==> src/rtl/mux_pipe_scan.sv <==
// -----------------------------------------------------------------------------
// mux_pipe_scan
//   Pipelined NUM_IN:1 multiplexer built as a binary tree of 2:1 levels.
//   A register stage follows every LEVELS_PER_STAGE tree levels. The channel
//   index travels down the pipeline with the data, so each stage steers its
//   levels from that stored copy. In scan mode the index comes from an
//   internal counter that walks every channel in turn.
//
// Ports
//   clk        rising-edge clock
//   rst        synchronous, active-high reset
//   in_data    NUM_IN*WIDTH; channel k at [k*WIDTH +: WIDTH]
//   sel        channel index (mode 0)
//   mode       0 = direct select, 1 = auto scan
//   in_valid   request valid (mode 0)
//   in_ready   pipeline can accept this cycle
//   out_data   selected channel data
//   out_sel    index that produced out_data
//   out_valid  output payload valid
//   out_ready  downstream accepts output
//   out_err    index was >= NUM_IN (out_data forced to 0)
//   out_last   scan item for channel NUM_IN-1
// -----------------------------------------------------------------------------
module mux_pipe_scan #(
  parameter int NUM_IN           = 64,
  parameter int WIDTH            = 1,
  parameter int LEVELS_PER_STAGE = 2,
  localparam int SEL_W           = $clog2(NUM_IN),
  localparam int LAT             = (SEL_W + LEVELS_PER_STAGE - 1) / LEVELS_PER_STAGE
) (
  input  logic                    clk,
  input  logic                    rst,
  input  logic [NUM_IN*WIDTH-1:0] in_data,
  input  logic [SEL_W-1:0]        sel,
  input  logic                    mode,
  input  logic                    in_valid,
  output logic                    in_ready,
  output logic [WIDTH-1:0]        out_data,
  output logic [SEL_W-1:0]        out_sel,
  output logic                    out_valid,
  input  logic                    out_ready,
  output logic                    out_err,
  output logic                    out_last
);

  // The tree is padded to a power of two; pad channels read as zero, which
  // is exactly what an out-of-range index must return.
  localparam int NPAD = 1 << SEL_W;
  localparam logic [SEL_W-1:0] LAST_IDX = SEL_W'(NUM_IN - 1);
  localparam logic [SEL_W:0]   NUM_IN_X = (SEL_W + 1)'(NUM_IN);

  // Applies tree levels [lo, hi) to a packed channel vector. Survivors are
  // compacted to the low end; the vacated upper part is cleared so the
  // unused register bits of later stages are constant.
  function automatic logic [NPAD*WIDTH-1:0] reduce(
    input logic [NPAD*WIDTH-1:0] v_in,
    input logic [SEL_W-1:0]      idx,
    input int                    lo,
    input int                    hi
  );
    logic [NPAD*WIDTH-1:0] v;
    v = v_in;
    for (int l = 0; l < SEL_W; l++) begin
      if (l >= lo && l < hi) begin
        for (int j = 0; j < NPAD; j++) begin
          if (j < (NPAD >> (l + 1)))
            v[j*WIDTH +: WIDTH] = idx[l] ? v[(2*j+1)*WIDTH +: WIDTH]
                                         : v[(2*j)*WIDTH +: WIDTH];
          else
            v[j*WIDTH +: WIDTH] = '0;
        end
      end
    end
    return v;
  endfunction

  logic                     stall;
  logic                     acc;
  logic [SEL_W-1:0]         acc_idx;
  logic                     acc_err;
  logic                     acc_last;
  logic [SEL_W-1:0]         scan_cnt;
  logic [NPAD*WIDTH-1:0]    pad;

  logic [NPAD*WIDTH-1:0]    dq [LAT];
  logic [SEL_W-1:0]         iq [LAT];
  logic [LAT-1:0]           vq, eq, lq;

  logic [NPAD*WIDTH-1:0]    nd [LAT];
  logic [SEL_W-1:0]         ni [LAT];
  logic [LAT-1:0]           nv, ne, nl;

  assign out_valid = vq[LAT-1];
  assign stall     = out_valid & ~out_ready;
  assign in_ready  = ~stall;

  assign acc      = mode ? in_ready : (in_valid & in_ready);
  assign acc_idx  = mode ? scan_cnt : sel;
  assign acc_err  = {1'b0, acc_idx} >= NUM_IN_X;
  assign acc_last = mode & (acc_idx == LAST_IDX);

  always_comb begin
    pad = '0;
    for (int k = 0; k < NUM_IN; k++)
      pad[k*WIDTH +: WIDTH] = in_data[k*WIDTH +: WIDTH];
  end

  // Next-state of every stage; the whole pipe advances together when not
  // stalled (rigid shift register, bubbles kept).
  always_comb begin
    for (int s = 0; s < LAT; s++) begin
      nd[s] = '0;
      ni[s] = '0;
    end
    nv = '0;
    ne = '0;
    nl = '0;

    nd[0] = reduce(pad, acc_idx, 0,
                   (LEVELS_PER_STAGE < SEL_W) ? LEVELS_PER_STAGE : SEL_W);
    ni[0] = acc_idx;
    nv[0] = acc;
    ne[0] = acc_err;
    nl[0] = acc_last;

    for (int s = 1; s < LAT; s++) begin
      nd[s] = reduce(dq[s-1], iq[s-1], s * LEVELS_PER_STAGE,
                     ((s + 1) * LEVELS_PER_STAGE < SEL_W) ? (s + 1) * LEVELS_PER_STAGE : SEL_W);
      ni[s] = iq[s-1];
      nv[s] = vq[s-1];
      ne[s] = eq[s-1];
      nl[s] = lq[s-1];
    end
  end

  always_ff @(posedge clk) begin
    if (rst) begin
      for (int s = 0; s < LAT; s++) begin
        dq[s] <= '0;
        iq[s] <= '0;
      end
      vq <= '0;
      eq <= '0;
      lq <= '0;
    end else if (!stall) begin
      dq <= nd;
      iq <= ni;
      vq <= nv;
      eq <= ne;
      lq <= nl;
    end
  end

  // Scan counter: cleared whenever direct mode is selected, so every scan
  // run starts from channel 0.
  always_ff @(posedge clk) begin
    if (rst || !mode)
      scan_cnt <= '0;
    else if (acc)
      scan_cnt <= (scan_cnt == LAST_IDX) ? '0 : scan_cnt + 1'b1;
  end

  assign out_data = dq[LAT-1][WIDTH-1:0];
  assign out_sel  = iq[LAT-1];
  assign out_err  = eq[LAT-1];
  assign out_last = lq[LAT-1];

endmodule

==> config.mk <==
export PLATFORM = sky130hd
export DESIGN_NAME = mux_pipe_scan
export DESIGN_NICKNAME = d
export VERILOG_FILES = /design/src/rtl/mux_pipe_scan.sv
export SDC_FILE = /design/constraint.sdc
export NUM_CORES = 1
export LEC_CHECK = 0
export ABC_AREA = 1
export CAP_MARGIN = 25
export CORE_ASPECT_RATIO = 1.25
export CORE_UTILIZATION = 30
export DETAILED_ROUTE_END_ITERATION = 10
export PLACE_DENSITY = 0.57
export SETUP_SLACK_MARGIN = 0.3
export SYNTH_ARGS = -nofsm -noshare
export SYNTH_HDL_FRONTEND = slang
export SYNTH_SLANG_ARGS = --single-unit
==> constraint.sdc <==
create_clock -name clk -period 1.3 [get_ports clk]
set_clock_uncertainty 0.2 [all_clocks]
set_input_delay 0.26 -clock clk [delete_from_list [all_inputs] [get_ports clk]]
set_output_delay 0.26 -clock clk [all_outputs]
set_load 0.01 [all_outputs]
==> metrics.yaml <==
power_and_ir_drop:
  p_sw_mw: 1.48
  p_sw_frac: 0.297
  power.share.sequential: 0.357
  irDropWorstVdd_v: 0.000529
  power.density_nw_per_um2: 784
  clock_power_share: 0.308
  cellLeakagePower_nw: 3.18
  comb_power_share: 0.335
  p_int_mw: 3.49
  finalPower_mw: 4.96
worst_hold_path:
  min_from: "rst"
  hold_class: "input port to flop"
  holdPathStages: 4
  hold_path_end: "vq[2]"
drt:
  met3WireLength_um: 408
  vias: 3792
  drt-met1-wl_um: 4440
  first_pass_iters: 4
  wl_per_cell_um: 15.3
  wirelength_um: 11900
  met2_length_um: 6720
  drt_iter0_markers: 246
  ant_nets: 0
  vias_per_cell: 4.87
  drc: 0
  top_layer: "met4"
synthesis:
  syn_area_um2: 3160
  yosys.area.top_type: "dfxtp_1"
  synth_area_per_cell_um2: 6.23
  synth_area_leaders: "dfxtp_1 32%, nand3_1 16%, inv_1 15%"
  syn_inst: 507
  yosysUniqueCellTypes: 25
  ys_ff_latch: 51
  ys_warn_count: 0
  synth_top_area_share: 0.323
  synth_nets: 583
  ys_seq_area_frac: 0.323
setup_path:
  reg2regPathDepth: 8
  r2r-end: "dq[143]"
  path_max_fanout: 8
  r2r_slack_ns: -0.14
  cp-start-kind: "flop"
  crit_path_end_kind: "flop"
  cp.required_ns: 1.30
  arrival_ns: 1.44
  critPathKind: "flop to flop"
  worstReg2RegStart: "vq[2]"
finish:
  layout_commonest_cell: "inv_1"
  n_antenna_cell: 0
  drive_gt1_frac: 0.437
  nets: 725
  most-common-layout-cells: "119 x inv_1, 69 x clkdlybuf4s50_1, 64 x nand3_2, 40 x nand2_1, 39 x dfxtp_1"
  area_delta_synth_final_pct: 100
  final_core_util: 0.623
floorplan:
  io_pins: 86
  die_height_um: 117
  die_area_um2: 10900
  die_x_um: 93.8
  core_area_um2: 10200
  initial_utilization: 0.311
  row_count: 41
global_routing:
  grt-ovfl-total: 0
  first_global_vias: 3766
  antenna_found_initial: 0
  grt_pass1_wl_um: 17800
  grt.total_usage: 0.208
  grt_max_degree: 22
cts:
  cts_tree: "done"
  clock-sinks: 51
  cts_buffers: 5
  holdBufCountCts: 0
  clkLatencyLatePin_ns: 0.29
  h-tree-depth: 2
  root_buffer: "clkbuf_16"
  clock_path_buffers: 2
  cts.clk_slew.worst_paths_ns: 0.07
placed_design:
  routabilityCongestion: 0.796
  numPortBuffers: 84
  place_hpwl_um: 6200
outcome:
  outcome: "complete, but fails checks"
  violations: "setup timing"
sta:
  fin_crit_ns: 1.44
  fmax_ghz: 0.694
  final-hold-violation-count: 0
  period_share: 1.11
  slew_violations: 0
  worst_slack_ns: -0.141
  setup_viol: 43
  whs_ns: 0.255
  rsz0062_at_grt: "yes"
flow_run:
  cap_violations: 0
==> per-layer routing <==
layer / track usage / vias up
li1: - / 1856
met1: 0.227 / 1785
met2: 0.406 / 121
met3: 0.0247 / 30
met4: 0.0779 / 0
met5: 0 / -
==> critical path, cell delays in order (launching register included) <==
cell and delay, ns:
dfxtp_4 0.37, nand2_8 0.07, buf_12 0.16, buf_12 0.13
buf_16 0.14, o21ai_2 0.12, inv_1 0.05, nand2_1 0.06
inv_1 0.03
==> worst max path at each step <==
stage                startpoint           to  slack (ns)  cells past startpoint
floorplan                  mode      dq[128]        0.06                      9
global placement           mode      dq[128]       -0.65                     10
detailed placement         mode      dq[128]       -0.69                     10
CTS                       vq[2]    out_valid       -0.09                      1
global route        scan_cnt[0]  scan_cnt[3]       -0.18                      7
finish                    vq[2]      dq[143]       -0.14                      8
==> cell usage after synthesis <==
cell / instances
inv_1: 126
buf_4: 11
inv_2: 1
nand2_1: 58
buf_8: 1
dfxtp_1: 51
xor2_1: 1
or2_2: 1
conb_1: 1
buf_6: 6
nand4_1: 1
o21bai_1: 3
o21ai_0: 53
nand2_2: 6
a21oi_1: 20
ha_1: 1
nand3_2: 3
and2_1: 1
a31oi_1: 1
inv_4: 1
nor2_1: 40
buf_2: 8
clkbuf_1: 7
nand3_1: 101
nand2_4: 4
==> sequential cells by signal, indices dropped and copies added, names as in the netlist <==
signal / flops
dq: 20
lq: 3
vq: 3
out_data: 1
scan_cnt: 6
out_sel: 6
iq: 12
==> kinds of logic after synthesis <==
family	synth area share
simple gates	0.318
fa+ha+maj	0.00396
buf+inv	0.226
xor+xnor	0.00277
flops	0.323
compound gates	0.125
other cells	0.00119
==> power groups by stage <==
stage,Combinational [mW],Sequential (mW),Clock (mW)
after detailed placement,0.991,1.78,0
after global routing,1.78,1.78,1.61
after CTS,1.45,1.76,1.54
after floorplan,0.591,1.76,0
after global placement,0.984,1.78,0
final,1.66,1.77,1.53
==> final cells by class <==
class	count	area [um2]
Fill cell	851	3830
Multi-Input combinational cell	296	2270
Timing Repair Buffer	166	2150
Sequential cell	51	1050
Inverter	128	524
Tap cell	129	161
Clock buffer	5	125
Clock inverter	3	45.0
Timing Repair inverter	1	11.3
==> per-stage QoR <==
step	setup WS, ns	std cells	TNS, ns	instance area [um2]
6_report	-0.141	779	-2.82	6330
5_1_grt	-0.185	779	-4.72	6330
4_1_cts	-0.0936	767	-1.69	5770
3_5_place_dp	-0.688	717	-25.11	4300
3_3_place_gp	-0.650	717	-24.52	4300
2_1_floorplan	0.0638	507	0	3270
==> what timing repair did <==
item	4_1_cts	5_1_grt
pin swaps	46	62
gates resized for setup	224	92
endpoints found under the setup margin	61	61
gates cloned	16	1
endpoints found under the hold margin	0	0
buffers inserted	26	11
(Power assumes the default switching activity.)
